`config.mk`:
```
export PLATFORM = sky130hd
export DESIGN_NAME = trap_ctrl
export DESIGN_NICKNAME = d
export VERILOG_FILES = /design/src/rtl/trap_ctrl.sv
export SDC_FILE = /design/constraint.sdc
export NUM_CORES = 1
export LEC_CHECK = 0
export BUFFER_PORTS_ARGS = -buffer_cell sky130_fd_sc_hd__buf_4
export CORE_MARGIN = 2
export CORE_UTILIZATION = 50
export CTS_CLUSTER_DIAMETER = 50
export DETAILED_ROUTE_END_ITERATION = 16
export GPL_TIMING_DRIVEN = 0
export PLACE_DENSITY = 0.75
export SLEW_MARGIN = 20
export SYNTH_ARGS = -nofsm -noshare
export SYNTH_HDL_FRONTEND = slang
export SYNTH_SLANG_ARGS = --single-unit
```
`constraint.sdc`:
```
create_clock -name clk -period 4.4 [get_ports clk]
set_input_delay 0.22 -clock clk [delete_from_list [all_inputs] [get_ports clk]]
set_output_delay 0.22 -clock clk [all_outputs]
set_load 0.02 [all_outputs]
```
`src/rtl/trap_ctrl.sv`:
```
// rtl/trap_ctrl.sv - trap/interrupt arbiter, PC redirect/flush sequencer and machine timer
// Optional: define TRAP_EXT_SYNC_EN to pass irq_ext through a 2-flop synchronizer.
module trap_ctrl #(
  parameter int unsigned TICK_DIV     = 1,
  parameter int unsigned FLUSH_CYCLES = 2
) (
  input  logic        clk,
  input  logic        rst,
  input  logic        ex_valid,
  input  logic [31:0] ex_pc,
  input  logic        ex_exc_valid,
  input  logic [3:0]  ex_exc_cause,
  input  logic        ex_mret,
  input  logic        csr_mstatus_mie,
  input  logic [2:0]  csr_mie,
  input  logic [31:0] csr_trap_vector,
  input  logic [31:0] csr_mepc,
  input  logic        irq_ext,
  input  logic        irq_soft,
  input  logic        tmr_wen,
  input  logic [1:0]  tmr_addr,
  input  logic [31:0] tmr_wdata,
  output logic [31:0] tmr_rdata,
  output logic        trap_csr_valid,
  output logic [31:0] trap_csr_pc,
  output logic [31:0] trap_csr_cause,
  output logic        trap_redirect_valid,
  output logic [31:0] trap_redirect_pc,
  output logic        trap_flush,
  output logic [2:0]  trap_irq_pending
);

  typedef enum logic {S_IDLE, S_FLUSH} state_t;

  state_t      state;
  logic [3:0]  flush_cnt;
  logic [15:0] presc;
  logic [63:0] mtime;
  logic [63:0] mtimecmp;
  logic        mtip;
  logic        meip;
  logic        tick;
  logic [2:0]  irq_en;
  logic        take;
  logic [31:0] target;

`ifdef TRAP_EXT_SYNC_EN
  logic [1:0] ext_sync;

  always_ff @(posedge clk or negedge rst) begin
    if (!rst) begin
      ext_sync <= 2'b00;
    end else begin
      ext_sync <= {ext_sync[0], irq_ext};
    end
  end

  assign meip = ext_sync[1];
`else
  assign meip = irq_ext;
`endif

  assign tick = (presc == 16'(TICK_DIV - 1));

  // mtip is registered so a mtimecmp write shows up on the pending bit two cycles later
  always_ff @(posedge clk or negedge rst) begin
    if (!rst) begin
      presc    <= 16'd0;
      mtime    <= 64'd0;
      mtimecmp <= 64'hFFFF_FFFF_FFFF_FFFF;
      mtip     <= 1'b0;
    end else begin
      mtip <= (mtime >= mtimecmp);
      if (tmr_wen && tmr_addr[1]) begin
        presc <= 16'd0;
        if (tmr_addr[0]) mtime[63:32] <= tmr_wdata;
        else             mtime[31:0]  <= tmr_wdata;
      end else begin
        presc <= tick ? 16'd0 : presc + 16'd1;
        if (tick) mtime <= mtime + 64'd1;
      end
      if (tmr_wen && !tmr_addr[1]) begin
        if (tmr_addr[0]) mtimecmp[63:32] <= tmr_wdata;
        else             mtimecmp[31:0]  <= tmr_wdata;
      end
    end
  end

  always_comb begin
    case (tmr_addr)
      2'd0:    tmr_rdata = mtimecmp[31:0];
      2'd1:    tmr_rdata = mtimecmp[63:32];
      2'd2:    tmr_rdata = mtime[31:0];
      default: tmr_rdata = mtime[63:32];
    endcase
  end

  assign trap_irq_pending = {meip, mtip, irq_soft};
  assign irq_en           = trap_irq_pending & csr_mie & {3{csr_mstatus_mie}};

  always_comb begin
    trap_csr_valid = 1'b0;
    trap_csr_cause = 32'd0;
    take           = 1'b0;
    target         = 32'd0;
    if (state == S_IDLE && ex_valid) begin
      if (ex_exc_valid) begin
        trap_csr_valid = 1'b1;
        trap_csr_cause = {28'd0, ex_exc_cause};
      end else if (irq_en[2]) begin
        trap_csr_valid = 1'b1;
        trap_csr_cause = 32'h8000_000B;
      end else if (irq_en[0]) begin
        trap_csr_valid = 1'b1;
        trap_csr_cause = 32'h8000_0003;
      end else if (irq_en[1]) begin
        trap_csr_valid = 1'b1;
        trap_csr_cause = 32'h8000_0007;
      end
      if (trap_csr_valid) begin
        take   = 1'b1;
        target = csr_trap_vector;
      end else if (ex_mret) begin
        take   = 1'b1;
        target = csr_mepc;
      end
    end
  end

  // An interrupt taken on an mret captures the mret's own PC so it re-executes on return
  assign trap_csr_pc = trap_csr_valid ? ex_pc : 32'd0;

  always_ff @(posedge clk or negedge rst) begin
    if (!rst) begin
      state               <= S_IDLE;
      flush_cnt           <= 4'd0;
      trap_redirect_valid <= 1'b0;
      trap_redirect_pc    <= 32'd0;
      trap_flush          <= 1'b0;
    end else begin
      case (state)
        S_IDLE: begin
          trap_redirect_valid <= 1'b0;
          if (take) begin
            state               <= S_FLUSH;
            trap_redirect_valid <= 1'b1;
            trap_redirect_pc    <= target;
            trap_flush          <= 1'b1;
            flush_cnt           <= 4'(FLUSH_CYCLES - 1);
          end
        end
        default: begin
          trap_redirect_valid <= 1'b0;
          if (flush_cnt == 4'd0) begin
            trap_flush <= 1'b0;
            state      <= S_IDLE;
          end else begin
            flush_cnt <= flush_cnt - 4'd1;
          end
        end
      endcase
    end
  end

endmodule

```
Word-level counts from Yosys, hierarchy flattened

Cells that the tools add are included.

Input bits: 146
Bits in registers: 184
Logic and storage cells: 76
Output and inout port bits: 134

Order comparisons: 1
Eq/ne operators: 6
Multiplexer cells: 35
Reductions and logical operators: 16
Add/subtract/negate cells: 3
Bitwise gates (word level): 4

Operator list:

| cell                                                                | number |
|---|---|
| 32-bit 2-to-1 mux                                                   | 11 |
| 64-bit 2-to-1 mux                                                   | 2 |
| 32-bit one-hot mux with 3 select lines                              | 1 |
| 64-bit by 1-bit adder with 64-bit output (second input constant)    | 1 |
| 64-bit >= comparator                                                | 1 |
| 16-bit 2-to-1 mux                                                   | 2 |
| 16-bit by 1-bit adder with 16-bit output (second input constant)    | 1 |
| 16-bit logical NOT                                                  | 1 |
| 1-bit 2-to-1 mux                                                    | 16 |
| 2-bit AND reduction                                                 | 7 |
| 4-bit 2-to-1 mux                                                    | 3 |
| 3-bit bitwise AND                                                   | 2 |
| 2-bit != test (second input constant)                               | 3 |
| 4-bit logical NOT                                                   | 1 |
| 2-bit nonzero test                                                  | 2 |
| 4-bit by 1-bit subtractor with 4-bit output (second input constant) | 1 |
| 1-bit logical AND                                                   | 3 |
| 2-bit by 1-bit == test with 1-bit output (second input constant)    | 1 |
| 2-bit == test (second input constant)                               | 1 |
| 2-bit logical NOT                                                   | 1 |
| 2-bit by 1-bit != test with 1-bit output (second input constant)    | 1 |
| 1-bit inverter                                                      | 2 |
| 1-bit logical NOT                                                   | 1 |

Logic depth before layout (Yosys ltp)

Gate-level depths: netlist (run 1).

Depth after elaboration: 11
Depth in mapped cells: 10
Gate-level depth less buffers: 9

Worst setup path before layout (run 1)

No wires, ideal clock.

Path kind: register -> register
Start: register mtime[8]
End: register mtime[58]
Data required time: 4273 ps
Stages on the path, launching flop included: 9
Buffers on the path: 1
Arrival: 2302 ps
Library setup time: 127 ps
Setup slack: 1971 ps
Clock period less this slack: 2429 ps
Path through: dfrtp_1 nand3_2 or4_1 buf_6 or4_4 nor2_4 nand4_1 o22ai_1 o2bb2a_1

Longest elaborated chain between the ends: 3

Ends and longest elaborated chain:

| item                                     | line | source |
|---|---|---|
| start: declaration                       | 38   | `logic [63:0] mtime;` |
| start signal: assignment                 | 77   | `else mtime[31:0] <= tmr_wdata;` |
| start signal: assignment                 | 80   | `if (tick) mtime <= mtime + 64'd1;` |
| 64-bit by 1-bit adder with 64-bit output | 80   |  |
| 64-bit 2-to-1 mux                        | 80   |  |
| 64-bit 2-to-1 mux                        | 74   | `if (tmr_wen && tmr_addr[1]) begin` |

No other way between the ends. The select of a mux whose other input is x is not followed.
A chain may end at the register's enable or synchronous reset.

Worst setup path in the final report (run 1)

Start: register mtime[24]
End: register mtime[63]

The elaborated chain is that of the path after synthesis.

==> results.toml, run 1 <==
[yosys]
synth_mux_area_share_pct = 9.24
synth_flop_cell = "dfrtp_1"
syn-instance-count = 1355
synthesis.area_mm2 = 0.0119
synth-compound-area-share_pct = 16.0
seq_area_frac_synth_pct = 39.2
synthSimpleGateAreaFrac_pct = 20.1
ys_ff_latch = 184
yosys_warnings = 0
synthAdderAreaFrac_pct = 7.23
synth_edf_count = 0
synth_xor_area_share_pct = 1.03
synth_cell_types = 62
synth_top_family_by_area = "simple AND/OR/NAND/NOR gates"
syn_area_per_cell_um2 = 8.81
ys_async_sr_fraction_pct = 100

[critical_path]
critPathCaptureType = "flop"
crit_required_ns = 4.74
critPathLaunchType = "flop"
crit_type = "flop to flop"
critPathArrivalTime_ns = 3.43
ff2ff_path_depth = 8
worstPathMaxFanout = 9

[final_layout]
fin_area_mm2 = 0.0149
multi_input_area_mm2 = 0.00651
diodes = 0
final_cell_count_no_fill = 1984
drive_above_1_share_pct = 27.5
n_fill_cell = 1998
final_core_util_pct = 63.7
fin_nets = 1867
area_growth_pct = 25.2
seq_area_mm2 = 0.00468

[detailed_routing]
via_count = 12100
wl_mm = 43.0
via_per_inst = 6.10
drc = 0
wl_per_cell_um = 21.7
first_pass_iters = 8
drt_iter0_drc = 1510
ant_nets = 0

[pwr]
p_leak_uw = 0.00671
finalPower_uw = 6760
p_per_area_mw_per_mm2 = 452
vdd_drop_max_uv = 252

[timing]
hold_violations = 0
rsz0062_at_grt = "false"
timing.fmax_ghz = 0.323
setup_violations = 0
layout_min_cycle_time_ns = 3.09
finalSetupTns_ns = 0
period_share_pct = 70.3
worst_pin_slew_ns = 1.17
final.setup_skew_ns = 0.0116
drv_slew = 0
slew_headroom_pct = 22.0

[outcome]
run_status = "finished clean"

[floorplan]
fp.dieH_um = 159
rows = 56
dieArea_mm2 = 0.0251
dieWidth_um = 159
boundaryPins = 280
start_util_pct = 50.9
coreArea_mm2 = 0.0235

[clock_tree]
numCtsBuffers = 17
cts_max_level = 4
clock-sinks = 184
cts_tree = "built"
postCtsResizedCells = 0
path_clk_slew_ns = 0.08
clk_latency_ns = 0.45
clockBufferDepth = 2
cts-root-buf = "clkbuf_16"

[grt]
antenna_found_initial = 1
grt_usage_pct = 33.7
grt_max_degree = 96
grt_pass1_wl_mm = 64.1
grt_overflow = 0
grt_pass1_vias = 11400

[worst_hold_path]
hold_depth = 3
hp-class = "input pin to flop"

[placement]
dpl.hpwl_mm = 32.0
gp_congestion = 0.990
port_buffers = 249
placed_cells = 1950
dpl-instance-area_mm2 = 0.0143

[flow_run]
max_cap_viol_count = 0
[routing by layer]
metal  global-route usage [%]  routed length (um)  up-vias  part of all wire (%)
met1                     45.8               17300     5818                    40
met5                        0                  13        -                 0.030
met4                     13.2                1490        2                   3.5
met2                     52.5               20000      710                    47
li1                         -                   -     5432                     -
met3                     7.65                4100      133                   9.5
[final cells by class]
type                            count  share of cell area [%]
Clock inverter                     15                    1.01
Inverter                           82                    2.06
Timing Repair Buffer              252                    12.9
Buffer                            111                    3.61
Multi-Input combinational cell   1004                    43.6
Clock buffer                       17                    2.85
Tap cell                          319                    2.67
Sequential cell                   184                    31.3
[synth_stat cells, drive strengths merged, types with 2 or more instances]
| library cell | count | area (um2) |
|---|---|---|
| a22oi | 2 | 15.0 |
| a21oi | 141 | 706 |
| dfrtp | 120 | 3000 |
| nor3 | 12 | 65.1 |
| a21o | 13 | 97.6 |
| or2 | 2 | 12.5 |
| dfstp | 64 | 1680 |
| xor2 | 7 | 61.3 |
| and3 | 51 | 319 |
| o31ai | 3 | 22.5 |
| a211oi | 3 | 22.5 |
| o21a | 2 | 15.0 |
| nand2 | 145 | 544 |
| nand3 | 84 | 425 |
| nand2b | 8 | 50.1 |
| nor4 | 15 | 134 |
| or3 | 5 | 31.3 |
| mux4 | 32 | 721 |
| o22a | 2 | 17.5 |
| or4 | 3 | 26.3 |
| nand4 | 36 | 231 |
| and2 | 7 | 43.8 |
| a31oi | 35 | 219 |
| nor2 | 107 | 409 |
| clkbuf | 68 | 255 |
| inv | 82 | 308 |
| xnor2 | 7 | 61.3 |
| nor3b | 4 | 30.0 |
| buf | 43 | 282 |
| o21ai | 90 | 450 |
| mux2 | 34 | 383 |
| nor2b | 3 | 18.8 |
| nor4b | 2 | 17.5 |
| and4 | 4 | 35.0 |
| ha | 69 | 863 |
| o32ai | 8 | 70.1 |
| o22ai | 29 | 181 |
[sequential cells by signal (all words and copies together), names as in the netlist]
name	cells
mtip	1
mtimecmp	64
presc	16
trap_flush	1
trap_redirect_pc	32
mtime	64
state	1
trap_redirect_valid	1
flush_cnt	4
[placed cells by master, fill, tap and decap left out, types with 4 or more instances in the layout]
cell / n
buf_4: 278
nand2_1: 145
a21oi_1: 141
dfrtp_1: 120
nor2_1: 106
nand3_1: 83
inv_1: 81
ha_1: 69
clkbuf_1: 68
dfstp_2: 64
o21ai_0: 63
and3_1: 51
nand4_1: 35
a31oi_1: 35
mux2_2: 34
mux4_2: 32
o22ai_1: 29
o21ai_1: 27
conb_1: 27
clkbuf_16: 17
a21o_1: 13
nor3_1: 11
buf_1: 10
nor4_1: 10
nand2b_1: 8
o32ai_1: 8
xor2_1: 7
xnor2_1: 7
and2_1: 7
or3_1: 5
inv_6: 5
and4_1: 4
nor4_2: 4
[worst max-delay path, cell delays in order (launching register included)]
cell,delay (ns)
dfrtp_1,0.53
and4_1,0.26
clkbuf_1,0.26
nand3_1,0.32
nor4_4,0.72
nand4_1,0.33
nor2_1,0.24
a31oi_1,0.10
o22a_1,0.22
[cell families after synthesis]
logic type                 Yosys count
buffers and inverters              193
xor gates and xnor gates            14
AOI/OAI and AO/OA                  339
other                                1
adders and majority gates           69
and+or+nand+nor                    489
DFF                                184
muxes                               66
[worst paths after layout]
path / from / end / slack, ns
worst max register to register: mtime[24] / mtime[63] / 1.31
worst max-delay path: mtime[24] / mtime[63] / 1.31
worst min-delay path: tmr_wdata[27] / mtimecmp[27] / 0.02
worst min register to register: mtimecmp[7] / mtimecmp[7] / 0.52
max in group asynchronous: rst / mtimecmp[23] / 3.13
min in group asynchronous: rst / presc[10] / 0.34
[timing repair]
action | CTS | global route
endpoints found under the hold margin | 69 | 0
hold buffers | 2 | 0
setup buffers | 0 | 0
[report_power, final]
group | internal (uW) | leakage (uW) | switching, uW
registers | 2170 | 0.00206 | 389
logic | 1140 | 0.00437 | 1520
clock network | 757 | 0.000277 | 792
total | 4060 | 0.00671 | 2700
[metrics by stage]
step	hold WS (ns)	setup WS, ns
2_1_floorplan	-0.0756	1.97
3_3_place_gp	0.451	1.47
3_5_place_dp	0.279	1.47
4_1_cts	0.0144	1.42
5_1_grt	0.0172	1.19
6_report	0.0192	1.31
Note: power is estimated with default switching activity, not from simulation.
==> run 2: changes to the inputs <==
- PLACE_DENSITY: 0.75 -> 0.78
- clock period: 4.4 -> 2.8 ns (I/O delays scaled with it)
==> run 2 against run 1 <==
Against the previous run:
- via count rose by 5.7%
- worst setup slack got worse by 1.3 ns
- non-clock buffer count rose by 97
- utilization rose by 4.5 points
- global-route usage rose by 3.3 points
- wire length rose by 10%
- hold slack got worse by 0.019 ns
- register-to-register slack got worse by 1.3 ns
- clock skew rose by 0.0054 ns
- die area did not move
- clock power rose by 59%
- critical path type unchanged
==> results.toml, run 2 (same netlist as run 1, synthesis figures left out) <==
[detailed_routing]
ant_nets = 0
via_per_inst = 6.14
wl_per_cell_um = 22.7
drt_iter0_drc = 1703
wl_mm = 47.3
drc = 0
via_count = 12800
first_pass_iters = 8

[floorplan]
fp.dieH_um = 159
dieWidth_um = 159
boundaryPins = 280
start_util_pct = 50.9
dieArea_mm2 = 0.0251
coreArea_mm2 = 0.0235
rows = 56

[placement]
port_buffers = 249
gp_congestion = 0.998
placed_cells = 1950
dpl.hpwl_mm = 33.3
dpl-instance-area_mm2 = 0.0143

[clock_tree]
clk_latency_ns = 0.45
cts_tree = "built"
cts-root-buf = "clkbuf_16"
numCtsBuffers = 17
clock-sinks = 184
cts_max_level = 4
clockBufferDepth = 2
path_clk_slew_ns = 0.08

[critical_path]
ff2ff_path_depth = 8
worstPathMaxFanout = 8
path_delay_family = "simple AND/OR/NAND/NOR gates"
cp-startpoint = "mtime[16]"
cp_cell_sequence = "nand4_1 > or4_4 > buf_6 > nor4_2 > nand2b_1 > o21ai_1 > a21oi_1 > a21oi_1"
crit_top_cell = "a21oi_1"
critPathCaptureType = "flop"
cp_slowest_cell = "nor4_2"
r2r-start = "mtime[16]"
critPathMaxStageDelay_ns = 0.73
critPathBufInv = 1
critPathLaunchType = "flop"
crit_required_ns = 3.17
crit_type = "flop to flop"
cp.depth = 8
critPathArrivalTime_ns = 3.16

[worst_hold_path]
hold_depth = 3
worstHoldStart = "csr_mepc[21]"
hp-class = "input pin to flop"

[timing]
whs_ns = 0.000219
hold_violations = 0
layout_min_cycle_time_ns = 2.79
finalSetupTns_ns = 0
drv_slew = 0
period_share_pct = 99.7
final.setup_skew_ns = 0.0170
worst_pin_slew_ns = 1.10
slew_headroom_pct = 26.7
setup_violations = 0
timing.fmax_ghz = 0.358

[grt]
grt_overflow = 0
grt_pass1_vias = 12400
grt_usage_pct = 37.0
grt_pass1_wl_mm = 69.8
antenna_found_initial = 1
grt_max_degree = 99

[final_layout]
n_fill_cell = 1850
area_growth_pct = 34.0
drive_above_1_share_pct = 28.3
diodes = 0
reg_top3 = "mtime x64, mtimecmp x64, trap_redirect_pc x32"
final_common_cell = "buf_4"
fin_nets = 1964
fin_area_mm2 = 0.0160
final_cell_count_no_fill = 2081
final_cell_mix = "buf_4 (292), nand2_1 (145), a21oi_1 (140), dfrtp_1 (112), nor2_1 (104)"

[outcome]
run_status = "finished clean"

[pwr]
p_leak_uw = 0.00717
p_per_area_mw_per_mm2 = 689
vdd_drop_max_uv = 501

[flow_run]
max_cap_viol_count = 0
-- run 2: per-stage QoR --
| step | power (uW) | utilization (%) | worst slack (ns) |
|---|---|---|---|
| final | 11000 | 68.1 | 0.00968 |
| after global routing | 11600 | 68.1 | -0.0165 |
| after CTS | 10800 | 67.4 | 0.00498 |
| after detailed placement | 8180 | 61.1 | -0.260 |
| after global placement | 8030 | 60.9 | -0.256 |
| after floorplan | 6420 | - | 0.371 |
-- run 2: cell type report --
class                           instances  area (um2)  area share, %
Buffer                                109         539           3.37
Clock buffer                           17         425           2.66
Clock inverter                         15         158          0.986
Inverter                               82         308           1.92
Multi-Input combinational cell       1004        6590           41.2
Sequential cell                       184        4690           29.3
Tap cell                              319         399           2.50
Timing Repair Buffer                  351        2880           18.0
-- run 2: timing repair --
| item | 4_1_cts | 5_1_grt |
|---|---|---|
| buffers inserted | 1 | 13 |
| endpoints found under the setup margin | 14 | 54 |
| pin swaps | 1 | 7 |
| gates resized for setup | 5 | 30 |
| endpoints found under the hold margin | 142 | 0 |
| hold buffers | 87 | 0 |
-- run 2: tightest hold or removal path: stages --
cell,delay [ns]
buf_4,0.11
nand3_1,0.07
a31oi_1,0.09
-- run 2: final timing paths --
check	endpoint	slack (ns)
max	mtime[43]	0.01
max reg2reg	mtime[43]	0.01
min reg2reg	trap_flush	0.51
min	trap_redirect_pc[21]	0.0002
min in group asynchronous	presc[10]	0.30
max in group asynchronous	mtimecmp[13]	1.56
-- run 2: layer usage --
layer | track usage [%] | wire length (um)
met5 | 0 | 13
met1 | 48.7 | 18400
met4 | 15.4 | 1960
met2 | 58.6 | 21900
met3 | 9.20 | 5040
-- run 2: report_power, final --
| group | internal (uW) | switching (uW) | leakage (uW) | total, uW |
|---|---|---|---|---|
| Combinational | 1970 | 2550 | 0.00484 | 4520 |
| Clock | 1190 | 1260 | 0.000277 | 2460 |
| Sequential | 3410 | 635 | 0.00205 | 4040 |
==> run 3: changes to the inputs <==
- CAP_MARGIN: default -> 20
- REMOVE_ABC_BUFFERS: default -> 1
==> run 3 against run 2 <==
Against the previous run:
- via count is 7.0% lower
- sequential power hardly changed
- non-clock buffer count is 95 lower
- clock power hardly changed
- design area is 1.9% lower
- combinational power is 6.9% lower
==> results.toml, run 3 (same netlist as run 1, synthesis figures left out) <==
[timing]
worst_pin_slew_ns = 0.980
whs_ns = 0.0353
drv_slew = 0
layout_min_cycle_time_ns = 2.76
timing.fmax_ghz = 0.362
finalSetupTns_ns = 0
setup_slack_ns = 0.0372
slew_headroom_pct = 34.3
hold_violations = 0
rsz0062_at_grt = "true"
period_share_pct = 98.7
final.setup_skew_ns = 0.0187
setup_violations = 0

[detailed_routing]
wl_per_cell_um = 19.4
ant_nets = 0
wl_mm = 38.5
dr_wl_met2_mm = 18.1
routed-wl-met3_mm = 3.38
first_pass_iters = 8
dr.max_layer_used = "met4"
drt_iter0_drc = 1342
wl_met1_mm = 15.6
via_per_inst = 5.99
via_count = 11900
drc = 0

[pwr]
power_frac_comb_pct = 39.4
p_leak_uw = 0.00700
pwr-share-clk_pct = 22.8
internal_power_uw = 6440
switchingPower_uw = 4230
power_frac_seq_pct = 37.8
switching_share_pct = 39.6
p_per_area_mw_per_mm2 = 680
vdd_drop_max_uv = 424
finalPower_uw = 10700

[floorplan]
rows = 56
boundaryPins = 280
dieWidth_um = 159
start_util_pct = 50.9
coreArea_mm2 = 0.0235
dieArea_mm2 = 0.0251
fp.dieH_um = 159

[placement]
gp_congestion = 0.895
port_buffers = 252
dpl.hpwl_mm = 26.5
dpl_worst_slack_ns = -0.182

[grt]
grt_pass1_wl_mm = 58.9
grt_overflow = 0
antenna_found_initial = 0
grt_max_degree = 94
grt_usage_pct = 29.9
grt_pass1_vias = 11300

[worst_hold_path]
hold_depth = 3
hp-class = "input pin to flop"

[final_layout]
fin_nets = 1869
final_core_util_pct = 66.8
n_fill_cell = 1780
drive_above_1_share_pct = 27.7
diodes = 0
final_common_cell = "buf_4"
seq_area_mm2 = 0.00469
reg_top3 = "mtime x64, mtimecmp x64, trap_redirect_pc x32"
multi_input_area_mm2 = 0.00660
area_growth_pct = 31.4
final_cell_mix = "buf_4 (259), nand2_1 (144), a21oi_1 (140), dfrtp_1 (119), nor2_1 (106)"

[critical_path]
critPathLaunchType = "flop"
cp_slowest_cell = "or4_4"
worstPathMaxFanout = 8
ff2ff_path_depth = 6
cp_cell_sequence = "nand4_1 > or4_4 > nor4_2 > nand4_1 > o32ai_1 > a21oi_1"
critPathArrivalTime_ns = 3.07
crit_required_ns = 3.10
critPathMaxStageDelay_ns = 0.57
critPathCaptureType = "flop"
crit_top_cell = "nand4_1"
crit_type = "flop to flop"

[clock_tree]
clock-sinks = 184
clk_latency_ns = 0.45
cts_tree = "built"
path_clk_slew_ns = 0.07
clockBufferDepth = 2
numCtsBuffers = 17
cts_max_level = 4
cts-root-buf = "clkbuf_16"

[outcome]
run_status = "finished clean"

[flow_run]
max_cap_viol_count = 0
==> run 3: cell count changes in the layout (fill, tap and decap cells not counted), moves of 4 or more <==
cell	before	now
clkbuf_1	61	0
buf_4	292	259
buf_1	9	0
clkbuf_2	8	0
dfrtp_1	112	119
dfrtp_2	8	1
dlygate4sd3_1	87	94
buf_6	1	5
==> run 3: final cells by class <==
| type | instances | area share (%) |
|---|---|---|
| Inverter | 82 | 1.99 |
| Clock inverter | 15 | 0.997 |
| Multi-Input combinational cell | 1004 | 42.1 |
| Clock buffer | 17 | 2.71 |
| Sequential cell | 184 | 29.9 |
| Timing Repair Buffer | 365 | 19.8 |
| Tap cell | 319 | 2.54 |
==> run 3: final timing paths <==
| kind | slack, ns | endpoint | from |
|---|---|---|---|
| setup reg to reg | 0.04 | mtime[46] | mtime[16] |
| max in group asynchronous | 1.59 | mtimecmp[57] | rst |
| hold / removal | 0.04 | trap_redirect_pc[10] | csr_mepc[10] |
| setup / recovery | 0.04 | mtime[46] | mtime[16] |
| min in group asynchronous | 0.27 | trap_redirect_pc[28] | rst |
| hold reg to reg | 0.52 | mtimecmp[12] | mtimecmp[12] |
==> run 3: power groups by stage <==
stage / registers, uW / clock network, uW / logic, uW
global placement: 4000 / 0 / 3830
detailed placement: 4040 / 0 / 3990
global route: 4110 / 2580 / 4600
floorplan: 4170 / 0 / 2140
finish: 4030 / 2430 / 4210
CTS: 4000 / 2470 / 4130
==> run 3: worst max-delay path, delay by kind of cell (launching register included) <==
family / cells / cell delay [ns]
and+or+nand+nor: 4 / 1.68
DFF: 1 / 0.51
AOI/OAI and AO/OA: 2 / 0.43
==> run 3: routing by layer <==
layer | GRT usage, % | up-vias
li1 | - | 5426
met1 | 39.0 | 5674
met2 | 49.2 | 671
met3 | 6.10 | 117
met4 | 11.7 | 0
met5 | 0 | -
==> run 3: metrics by stage <==
step           instance area, um2  cells
3_3_place_gp                13800   1841
4_1_cts                     15600   1983
3_5_place_dp                14100   1857
6_report                    15700   1986
2_1_floorplan               11500   1270
5_1_grt                     15700   1986
==> run 3: what timing repair did <==
action	in CTS	in global routing
cloned	0	0
endpoints found under the setup margin	15	48
hold buffers	94	0
pin swaps	1	2
gates resized for setup	3	9
endpoints found under the hold margin	149	0
buffers inserted	0	3
